### config.mk
export PLATFORM = sky130hd
export DESIGN_NAME = serial_adder_ctrl
export DESIGN_NICKNAME = d
export VERILOG_FILES = /design/src/rtl/serial_adder_ctrl.sv
export SDC_FILE = /design/constraint.sdc
export NUM_CORES = 1
export LEC_CHECK = 0
export BUFFER_PORTS_ARGS = -buffer_cell sky130_fd_sc_hd__buf_2
export CAP_MARGIN = 20
export CORE_ASPECT_RATIO = 0.75
export CORE_MARGIN = 2
export CORE_UTILIZATION = 59
export DETAILED_ROUTE_END_ITERATION = 8
export PLACE_DENSITY = 0.83
export SETUP_SLACK_MARGIN = 0.1
export SYNTH_ARGS = -nofsm -noshare
export SYNTH_HDL_FRONTEND = slang
export SYNTH_SLANG_ARGS = --single-unit
### constraint.sdc
create_clock -name clk -period 3.3 [get_ports clk]
set_input_delay 0.495 -clock clk [delete_from_list [all_inputs] [get_ports clk]]
set_output_delay 0.495 -clock clk [all_outputs]
set_load 0.02 [all_outputs]
### src/rtl/serial_adder_ctrl.sv
// serial_adder_ctrl: bit-serial WIDTH-bit adder built around the single-bit
// full_adder. Operands are consumed LSB first, one bit per clock, with a
// start/busy/done handshake and a registered result {cout, sum} = a + b + cin.
// Optional feature macro: SERIAL_ADDER_OVF_EN adds the ovf output
// (two's-complement signed overflow, captured alongside sum/cout).

module full_adder (
    input  logic a,
    input  logic b,
    input  logic c,
    output logic sum,
    output logic carry
);

    assign sum   = a ^ b ^ c;
    assign carry = (a & b) | (c & (a ^ b));

endmodule

module serial_adder_ctrl #(
    parameter int unsigned WIDTH = 8
) (
    input  logic             clk,
    input  logic             rst_n,
    input  logic             start,
    input  logic [WIDTH-1:0] a,
    input  logic [WIDTH-1:0] b,
    input  logic             cin,
    output logic             busy,
    output logic             done,
    output logic [WIDTH-1:0] sum,
    output logic             cout
`ifdef SERIAL_ADDER_OVF_EN
    ,
    output logic             ovf
`endif
);

    localparam int unsigned CW = (WIDTH > 1) ? $clog2(WIDTH) : 1;
    localparam logic [CW-1:0] LAST_BIT = CW'(WIDTH - 1);

    typedef enum logic [1:0] {
        S_IDLE,
        S_ADD,
        S_DONE
    } state_t;

    state_t           r_state;
    logic [CW-1:0]    r_cnt;
    logic             r_carry;
    logic [WIDTH-1:0] r_a_sr;
    logic [WIDTH-1:0] r_b_sr;
    logic [WIDTH-1:0] r_res_sr;
    logic [WIDTH-1:0] r_sum;
    logic             r_cout;
    logic             r_busy;
    logic             r_done;
`ifdef SERIAL_ADDER_OVF_EN
    logic             r_ovf;
`endif

    logic             w_fa_sum;
    logic             w_fa_carry;
    logic [WIDTH-1:0] w_res_next;

    full_adder u_fa (
        .a     (r_a_sr[0]),
        .b     (r_b_sr[0]),
        .c     (r_carry),
        .sum   (w_fa_sum),
        .carry (w_fa_carry)
    );

    assign w_res_next = {w_fa_sum, r_res_sr[WIDTH-1:1]};

    // Control FSM, datapath shift registers and registered outputs
    always_ff @(posedge clk or negedge rst_n) begin
        if (!rst_n) begin
            r_state  <= S_IDLE;
            r_cnt    <= '0;
            r_carry  <= 1'b0;
            r_a_sr   <= '0;
            r_b_sr   <= '0;
            r_res_sr <= '0;
            r_sum    <= '0;
            r_cout   <= 1'b0;
            r_busy   <= 1'b0;
            r_done   <= 1'b0;
`ifdef SERIAL_ADDER_OVF_EN
            r_ovf    <= 1'b0;
`endif
        end else begin
            case (r_state)
                S_IDLE, S_DONE: begin
                    r_done <= 1'b0;
                    if (start) begin
                        r_a_sr  <= a;
                        r_b_sr  <= b;
                        r_carry <= cin;
                        r_cnt   <= '0;
                        r_busy  <= 1'b1;
                        r_state <= S_ADD;
                    end else begin
                        r_state <= S_IDLE;
                    end
                end
                S_ADD: begin
                    r_res_sr <= w_res_next;
                    r_a_sr   <= {1'b0, r_a_sr[WIDTH-1:1]};
                    r_b_sr   <= {1'b0, r_b_sr[WIDTH-1:1]};
                    r_carry  <= w_fa_carry;
                    r_cnt    <= r_cnt + CW'(1);
                    if (r_cnt == LAST_BIT) begin
                        r_sum   <= w_res_next;
                        r_cout  <= w_fa_carry;
`ifdef SERIAL_ADDER_OVF_EN
                        // r_carry here is the carry into the MSB position
                        r_ovf   <= r_carry ^ w_fa_carry;
`endif
                        r_busy  <= 1'b0;
                        r_done  <= 1'b1;
                        r_state <= S_DONE;
                    end
                end
                default: begin
                    r_busy  <= 1'b0;
                    r_done  <= 1'b0;
                    r_state <= S_IDLE;
                end
            endcase
        end
    end

    assign busy = r_busy;
    assign done = r_done;
    assign sum  = r_sum;
    assign cout = r_cout;
`ifdef SERIAL_ADDER_OVF_EN
    assign ovf  = r_ovf;
`endif

endmodule

# ---- Word-level counts from Yosys, hierarchy flattened
# Index checks and enable logic that the tools add are counted.
dict set report word_totals {
  ramBits 0
  regBits 41
  rom_bits 0
  output_inout_bits 11
  inputBits 20
  latch_bits 0
  n_memories 0
  word_cells 43
}
dict set report op_classes {
  n_div 0
  magnitude_cmp 0
  mul 0
  muxes 16
  bitwise 5
  reduce_logical 6
  shift 0
  add_sub_neg 1
  eq_ne 5
}
# operator count
set ops {}
lappend ops {{8-bit case mux with 2 select lines} 2}
lappend ops {{8-bit two-way mux} 2}
lappend ops {{1-bit two-way mux} 6}
lappend ops {{3-bit case mux with 2 select lines} 1}
lappend ops {{2-bit AND reduction} 3}
lappend ops {{2-bit inequality test, second input constant} 2}
lappend ops {{1-bit case mux with 2 select lines} 2}
lappend ops {{2-bit case mux with 2 select lines} 1}
lappend ops {{3-bit by 1-bit adder with 3-bit output, second input constant} 1}
lappend ops {{3-bit equality test, second input constant} 1}
lappend ops {{3-bit two-way mux} 1}
lappend ops {{1-bit bitwise AND} 2}
lappend ops {{2-bit by 1-bit equality test with 1-bit output, second input constant} 1}
lappend ops {{2-bit equality test, second input constant} 1}
lappend ops {{2-bit zero test} 1}
lappend ops {{2-bit two-way mux} 1}
lappend ops {{2-bit nonzero test} 1}
lappend ops {{2-bit OR reduction} 1}
lappend ops {{1-bit XOR} 2}
lappend ops {{1-bit bitwise OR} 1}

# ---- Depth between registers and ports, before layout
# Gate-level depths: netlist (run 1).
dict set report depth {
  ltp_word 4
  depth_mapped 5
  ltp_nobuf 5
}

# ---- Modules after synthesis
# From an unflattened synthesis (run 1), not the netlist that was laid out.
dict set report hier_totals {
  hier_cells 163
  hier_area_um2 1823.0
}
# mod cells_each seq_area_each_um2 area_each_um2 instances
set modules_own_cells {}
lappend modules_own_cells {serial_adder_ctrl 162 975.9 1803.0 1}
lappend modules_own_cells {full_adder 1 0.0 20.0 1}

# ---- Worst setup path before layout (run 1)
# OpenSTA, ideal clock, no wires.
dict set report synth_path {
  path_type {flip-flop to flip-flop}
  start {register r_cnt[0]}
  end {register r_cnt[2]}
  stages_incl_launch_ff 5
  n_path_buf 0
  path_slack_ps 1930
  required_ps 3179
  setup_ps 121
  synth_period_minus_slack_ps 1370
  t_arrival_ps 1249
  cell_sequence {dfrtp_1 > ha_1 > ha_1 > mux2_2 > a22o_1}
}
dict set report synth_between {
  elab_chain_len 2
}
# element line
set synth_rtl {}
lappend synth_rtl {{from (decl)} 49} ;# logic [CW-1:0] r_cnt;
lappend synth_rtl {{from (signal assigned)} 112} ;# r_cnt <= r_cnt + CW'(1);
lappend synth_rtl {{3-bit by 1-bit adder with 3-bit output} 112}
lappend synth_rtl {{3-bit case mux with 2 select lines} 93} ;# case (r_state)
# No other way between the ends.
# A chain may end at the register's enable or synchronous reset.

# ---- Final worst setup path (run 1)
dict set report layout_path {
  start {register r_state[0]}
  end {register r_sum[4] (netlist: sum[4])}
}
dict set report layout_between {
  elab_chain_len 2
}
# element line
set layout_rtl {}
lappend layout_rtl {{from (decl)} 48} ;# state_t r_state;
lappend layout_rtl {{from (signal assigned)} 79} ;# r_state <= S_IDLE;
lappend layout_rtl {{from (signal assigned)} 102} ;# r_state <= S_ADD;
lappend layout_rtl {{from (signal assigned)} 104} ;# r_state <= S_IDLE;
lappend layout_rtl {{2-bit by 1-bit equality test with 1-bit output} 93}
lappend layout_rtl {{2-bit AND reduction (no source line)} --}
lappend layout_rtl {{to (signal assigned)} 114} ;# r_sum <= w_res_next;
lappend layout_rtl {{to (decl)} 54} ;# logic [WIDTH-1:0] r_sum;
# No other way between the ends.

==> implementation parameters, run 1 <==
Parameter                              Value

Outcome
  Outcome    complete, no violations

Yosys
  Register bit count reported by yosys    39
  Largest area contributor in the synthesized netlist    sky130_fd_sc_hd__dfrtp_1
  Sequential area share after synthesis    53.7%
  Number of standard cells after synthesis    166
  Post-synth EDFFs    0
  Number of different library cells in the post-synthesis netlist    25
  Total standard cell area after synthesis    1820 µm²
  Fraction of registers with async set or reset after synthesis    100%
  Main synth FF type    sky130_fd_sc_hd__dfrtp_1
  Post-synthesis net count    189
  Area share of the largest cell type after synthesis    53.7%
  Post-Synthesis Mean Instance Area    10.9 µm²
  Most frequent cells after synthesis    sky130_fd_sc_hd__dfrtp_1 (39), sky130_fd_sc_hd__nand2_1 (26), sky130_fd_sc_hd__mux2i_1 (13)
  Most common cell in the netlist    sky130_fd_sc_hd__dfrtp_1
  Synth Warn #    0
  Cells taking the most area after synthesis    sky130_fd_sc_hd__dfrtp_1 (54%), sky130_fd_sc_hd__mux2i_1 (7.2%), sky130_fd_sc_hd__mux2_1 (5.6%)

Clock network
  CTS sink count    39
  Number of hold-repair buffers added at the cts stage    0
  Maximum level of the CTS H-tree    2
  Gates resized, CTS repair    0
  Clock transition at the registers of the reported paths    80 ps
  Buffer count from post-CTS setup fixing    0
  Max Buffers Root-to-Sink    2
  Number of buffers added by the clock tree synthesis step    5
  Clock network latency to the later pin of the worst-skew pair    290 ps
  Buffer cell driving the clock tree root    sky130_fd_sc_hd__clkbuf_8
  Clock tree from TritonCTS    built

Drt
  Per-cell via count in the routed design    5.61
  Post-detailed-route wirelength per cell    14.3 µm
  Total via count after detailed routing    1290
  DR DRC count    0
  1st-iter DRT viols    97
  Routed wire length    3.29 mm
  Pre-Repair DR Iteration Count    4
  Antenna violation net count after detailed routing    0

STA
  Setup Total Neg Slack    0 ps
  Final Skew    9.32 ps
  Final critical delay including setup and external delays    2130 ps
  Slew Limit Fails    0
  Fin crit share    64.5%
  Highest clock rate    0.470 GHz
  Unrepaired setup endpoints after global routing    no
  Hold Fails Final Rpt    0
  Slew headroom    32.0%
  Final setup violation count    0
  Transition at the pin with the smallest max-transition slack    1020 ps
  Final WS setup    1170 ps

Global route
  Number of global-route vias before repair    1236
  Initial antenna violation count    0
  Global routing usage summed across all routing layers    22.6%
  GRT overflow    0
  First-pass GRT wire length    5.69 mm
  Pin count of the biggest net entering global routing    40

Power and ir drop
  Maximum vdd ir drop    538 µV
  Overall power after layout    2.00 mW
  Clock group share of total power    19.0%
  Power Density    970 nW/µm²
  Internal portion of total power    1.26 mW
  Sequential share of power    46.1%
  Switching power of the nets    0.738 mW
  Net Sw Frac    37.0%
  Leak pwr    0.962 nW
  Combinational share of power    35.0%

Final layout
  Net total in the final layout    215
  Layout cells sized above 1    20.8%
  Number of standard cells in the layout, taps in and fillers out    230
  Area growth from synthesis to layout    13.3%
  Antenna cell count    0
  Final instance area    2060 µm²

Die
  Overall die width    68.1 µm
  Overall die area    3540 µm²
  Rows    17
  Core Area    2940 µm²
  Die Ht    52.1 µm
  Num ports    31
  Initial Utilization    61.9%

Place
  Number of port buffers    30
  Placement Cell Area    1960 µm²
  Gpl congestion    0.826
  Placed instance count    223
  Worst-case setup slack after placement    1200 ps
  HPWL after detailed placement    2.28 mm

Setup path
  CP Capture Type    register
  Data arrival, critical path    2300 ps
  Type of element launching the critical path    register
  Type of the worst setup path    reg2reg
  Required time reported for the critical path endpoint    3470 ps
  Critical path fanouts, max    37

Run
  Number of max-capacitance violations reported    0

Min path
  Class of the most critical hold timing path    in2async
[cells in the final DEF, fill, tap and decap left out, types with 2 or more instances in the layout]
cell,instances
sky130_fd_sc_hd__a211oi_1,11
sky130_fd_sc_hd__a21oi_1,11
sky130_fd_sc_hd__a22o_1,2
sky130_fd_sc_hd__buf_2,30
sky130_fd_sc_hd__clkbuf_8,5
sky130_fd_sc_hd__dfrtp_1,39
sky130_fd_sc_hd__ha_1,2
sky130_fd_sc_hd__mux2_1,9
sky130_fd_sc_hd__mux2_2,2
sky130_fd_sc_hd__mux2i_1,13
sky130_fd_sc_hd__nand2_1,26
sky130_fd_sc_hd__nand2b_1,3
sky130_fd_sc_hd__nand3_1,3
sky130_fd_sc_hd__nor2_1,6
sky130_fd_sc_hd__nor2b_1,12
sky130_fd_sc_hd__nor3_1,3
sky130_fd_sc_hd__o21ai_0,4
sky130_fd_sc_hd__o22ai_1,3
[logic make-up (layout without fill, tap and decap cells)]
| group | Yosys count | count (layout) | synth area share [%] |
|---|---|---|---|
| simple gates | 55 | 55 | 14.8 |
| xor+xnor | 1 | 1 | 0.482 |
| mux | 24 | 24 | 14.0 |
| fa+ha+maj | 3 | 3 | 2.48 |
| buf+inv | 12 | 38 | 3.44 |
| flops | 39 | 39 | 53.7 |
| compound gates | 32 | 32 | 11.1 |
[worst paths after layout]
check,depth (start not counted),from,slack (ps),endpoint
worst min-delay path,1,rst_n,290,r_a_sr[5]
min in group clk,3,b[4],460,r_b_sr[4]
max in group asynchronous,1,rst_n,2480,r_b_sr[0]
worst max register to register,3,r_state[0],1170,sum[4]
worst min register to register,2,r_res_sr[1],480,r_res_sr[1]
worst max-delay path,3,r_state[0],1170,sum[4]
[power groups by stage]
stage | combinational [mW] | sequential, mW | clock (mW)
floorplan | 0.527 | 0.900 | 0
global placement | 0.666 | 0.907 | 0
detailed placement | 0.704 | 0.925 | 0
CTS | 0.711 | 0.917 | 0.377
global route | 0.796 | 0.956 | 0.402
finish | 0.698 | 0.920 | 0.378
[per-stage QoR]
stage                     hold WS, ps  utilization (%)
after detailed placement          475             66.6
final                             286             70.1
after floorplan                   199                -
after CTS                         330             70.1
after global placement            470             66.6
after global routing              368             70.1
[worst max-delay path, cell delays in order (launching register included)]
cell                      delay (ps)
sky130_fd_sc_hd__dfrtp_1        1020
sky130_fd_sc_hd__nor2b_4         460
sky130_fd_sc_hd__nand2_4         170
sky130_fd_sc_hd__mux2_1          350
[area by class of cell]
type	instances	area (µm²)
clock inverters	1	30.0
clock buffers	6	72.6
multi-input cells	115	778
fillers	204	877
repair buffers	30	150
well taps	38	47.5
inverters	1	3.75
flip-flops and latches	39	976
[layer usage]
metal	share of wire [%]	routed length (µm)	GRT usage, %
met1	46	1500	30.8
met5	0	0	0
met2	48	1590	34.5
met4	1.2	40	9.00
met3	5.1	167	5.84
[registers in the layout, summed over array words and instances (netlist names)]
register	flops
r_res_sr	7
r_a_sr	8
sum	8
r_cnt	3
cout	1
done	1
r_b_sr	8
r_state	1
busy	1
r_carry	1
(Power assumes the default switching activity.)
==> run 2: changes to the inputs <==
--- a/config.mk
+++ b/config.mk
@@ -9,9 +9,9 @@
 export CAP_MARGIN = 20
 export CORE_ASPECT_RATIO = 0.75
 export CORE_MARGIN = 2
-export CORE_UTILIZATION = 59
+export CORE_UTILIZATION = 55
 export DETAILED_ROUTE_END_ITERATION = 8
-export PLACE_DENSITY = 0.83
+export PLACE_DENSITY = 0.78
 export SETUP_SLACK_MARGIN = 0.1
 export SYNTH_ARGS = -nofsm -noshare
 export SYNTH_HDL_FRONTEND = slang
==> constraint.sdc (replaced) <==
create_clock -name clk -period 2.1 [get_ports clk]
set_input_delay 0.315 -clock clk [delete_from_list [all_inputs] [get_ports clk]]
set_output_delay 0.315 -clock clk [all_outputs]
set_load 0.02 [all_outputs]
==> run 2 against run 1 <==
Against the previous run:
- utilization is 6.1 points lower
- sequential power is 48% higher
- count of clock-buffer cells in the layout stayed put
- final cell count is 1.7% higher
- via count is 2.6% lower
- sequential share of layout area is 0.058 points lower
- hold slack worse by 170 ps
- critical path depth is 1 lower
- first-iteration DRC count is 1.0% lower
- non-clock buffer count is 2 higher
- largest cell class unchanged
==> implementation parameters, run 2 (same netlist as run 1, synthesis figures left out) <==
Parameter                              Value

Run
  Number of max-capacitance violations reported    0

Clock network
  Number of buffers added by the clock tree synthesis step    5
  Buffer count from post-CTS setup fixing    0
  Gates resized, CTS repair    0
  Clock transition at the registers of the reported paths    70 ps
  Buffer cell driving the clock tree root    sky130_fd_sc_hd__clkbuf_8
  Maximum level of the CTS H-tree    2
  Max Buffers Root-to-Sink    2
  Clock tree from TritonCTS    built
  Number of hold-repair buffers added at the cts stage    0
  CTS sink count    39
  Clock network latency to the later pin of the worst-skew pair    290 ps

Global route
  Number of global-route vias before repair    1237
  Global routing usage summed across all routing layers    19.2%
  Initial antenna violation count    0
  First-pass GRT wire length    5.46 mm
  Pin count of the biggest net entering global routing    40
  GRT overflow    0

Power and ir drop
  Switching power of the nets    1.16 mW
  Sequential share of power    44.5%
  Combinational share of power    39.0%
  Internal portion of total power    1.90 mW
  Clock group share of total power    16.5%
  Leak pwr    0.968 nW
  Net Sw Frac    37.9%
  Maximum vdd ir drop    740 µV
  Overall power after layout    3.06 mW
  Power Density    1480 nW/µm²

Final layout
  Net total in the final layout    217
  Multi-input combinational cell area    778 µm²
  Most used cells in the layout excluding fill and tap cells    sky130_fd_sc_hd__dfrtp_1 (39), sky130_fd_sc_hd__buf_2 (30), sky130_fd_sc_hd__nand2_1 (26)
  Most common cell after layout, fill and taps aside    sky130_fd_sc_hd__dfrtp_1
  Layout cells sized above 1    22.2%
  Fill cell count    257
  Area growth from synthesis to layout    13.4%
  Antenna cell count    0
  Combined flip-flop and latch cell area    976 µm²

Drt
  Pre-Repair DR Iteration Count    4
  Total via count after detailed routing    1256
  1st-iter DRT viols    96
  Antenna violation net count after detailed routing    0
  Post-detailed-route wirelength per cell    13.7 µm
  DR DRC count    0
  Routed wire length    3.20 mm
  Per-cell via count in the routed design    5.37

Die
  Overall die area    3780 µm²
  Core Area    3220 µm²
  Die Ht    53.8 µm
  Rows    18
  Overall die width    70.4 µm
  Num ports    31
  Initial Utilization    56.4%

STA
  Final Skew    7.23 ps
  Slew headroom    44.7%
  Unrepaired setup endpoints after global routing    no
  Slew Limit Fails    0
  Hold Fails Final Rpt    0
  Setup Total Neg Slack    0 ps
  Transition at the pin with the smallest max-transition slack    830 ps
  Final critical delay including setup and external delays    1670 ps
  Final setup violation count    0
  Fin crit share    79.5%
  Highest clock rate    0.599 GHz

Place
  HPWL after detailed placement    2.24 mm
  Number of port buffers    30
  Gpl congestion    0.780

Setup path
  Type of the worst setup path    reg2out
  Slowest stage cell, crit path    sky130_fd_sc_hd__dfrtp_1
  CP bufs+invs    2
  Crit-path max cell delay    570 ps
  CP Capture Type    output port
  Required time reported for the critical path endpoint    1780 ps
  Data arrival, critical path    1350 ps
  Critical path cell sequence    buf_4 > buf_2
  Type of element launching the critical path    register
  Largest delay share family, worst path    flip-flops
  Critical path fanouts, max    13

Outcome
  Outcome    complete, no violations

Min path
  Class of the most critical hold timing path    in2async
-- run 2: cell type report --
cell class / count / share of cell area [%]
clock buffer: 6 / 4.01
clock inverter: 1 / 0.243
inverter: 1 / 0.182
multi-input combinational: 115 / 37.8
sequential: 39 / 47.4
tap: 40 / 2.43
timing repair buffer: 32 / 8.01
-- run 2: layer usage --
layer	vias to the layer above	routed length [µm]	GRT usage, %
met5	-	0	0
li1	629	-	-
met2	26	1430	29.2
met4	0	61	9.94
met1	593	1580	25.1
met3	8	130	6.18
-- run 2: through the flow --
step / setup WS (ps) / util (%) / hold WS [ps] / area (µm²) / cells
after floorplan: 730 / - / 19.4 / 1820 / 166
after global placement: 578 / 61.3 / 457 / 1970 / 227
after detailed placement: 544 / 61.3 / 469 / 1970 / 227
after CTS: 419 / 64.0 / 155 / 2060 / 234
after global routing: 350 / 64.0 / 198 / 2060 / 234
final: 431 / 64.0 / 121 / 2060 / 234
-- run 2: worst paths after layout --
| check | from | to | slack (ps) | cells past startpoint |
|---|---|---|---|---|
| max | done | done | 430 | 2 |
| min | rst_n | r_a_sr[6] | 120 | 1 |
| max reg2reg | done | r_cnt[1] | 540 | 3 |
| min reg2reg | sum[0] | sum[0] | 490 | 1 |
| max in group asynchronous | rst_n | r_carry | 1460 | 1 |
| min in group clk | b[4] | r_b_sr[4] | 250 | 3 |
-- run 2: power groups by stage --
stage	registers (mW)	logic (mW)	clock network [mW]
floorplan	1.41	0.829	0
global route	1.41	1.35	0.546
detailed placement	1.37	1.20	0
global placement	1.35	1.15	0
finish	1.36	1.19	0.504
CTS	1.36	1.20	0.512
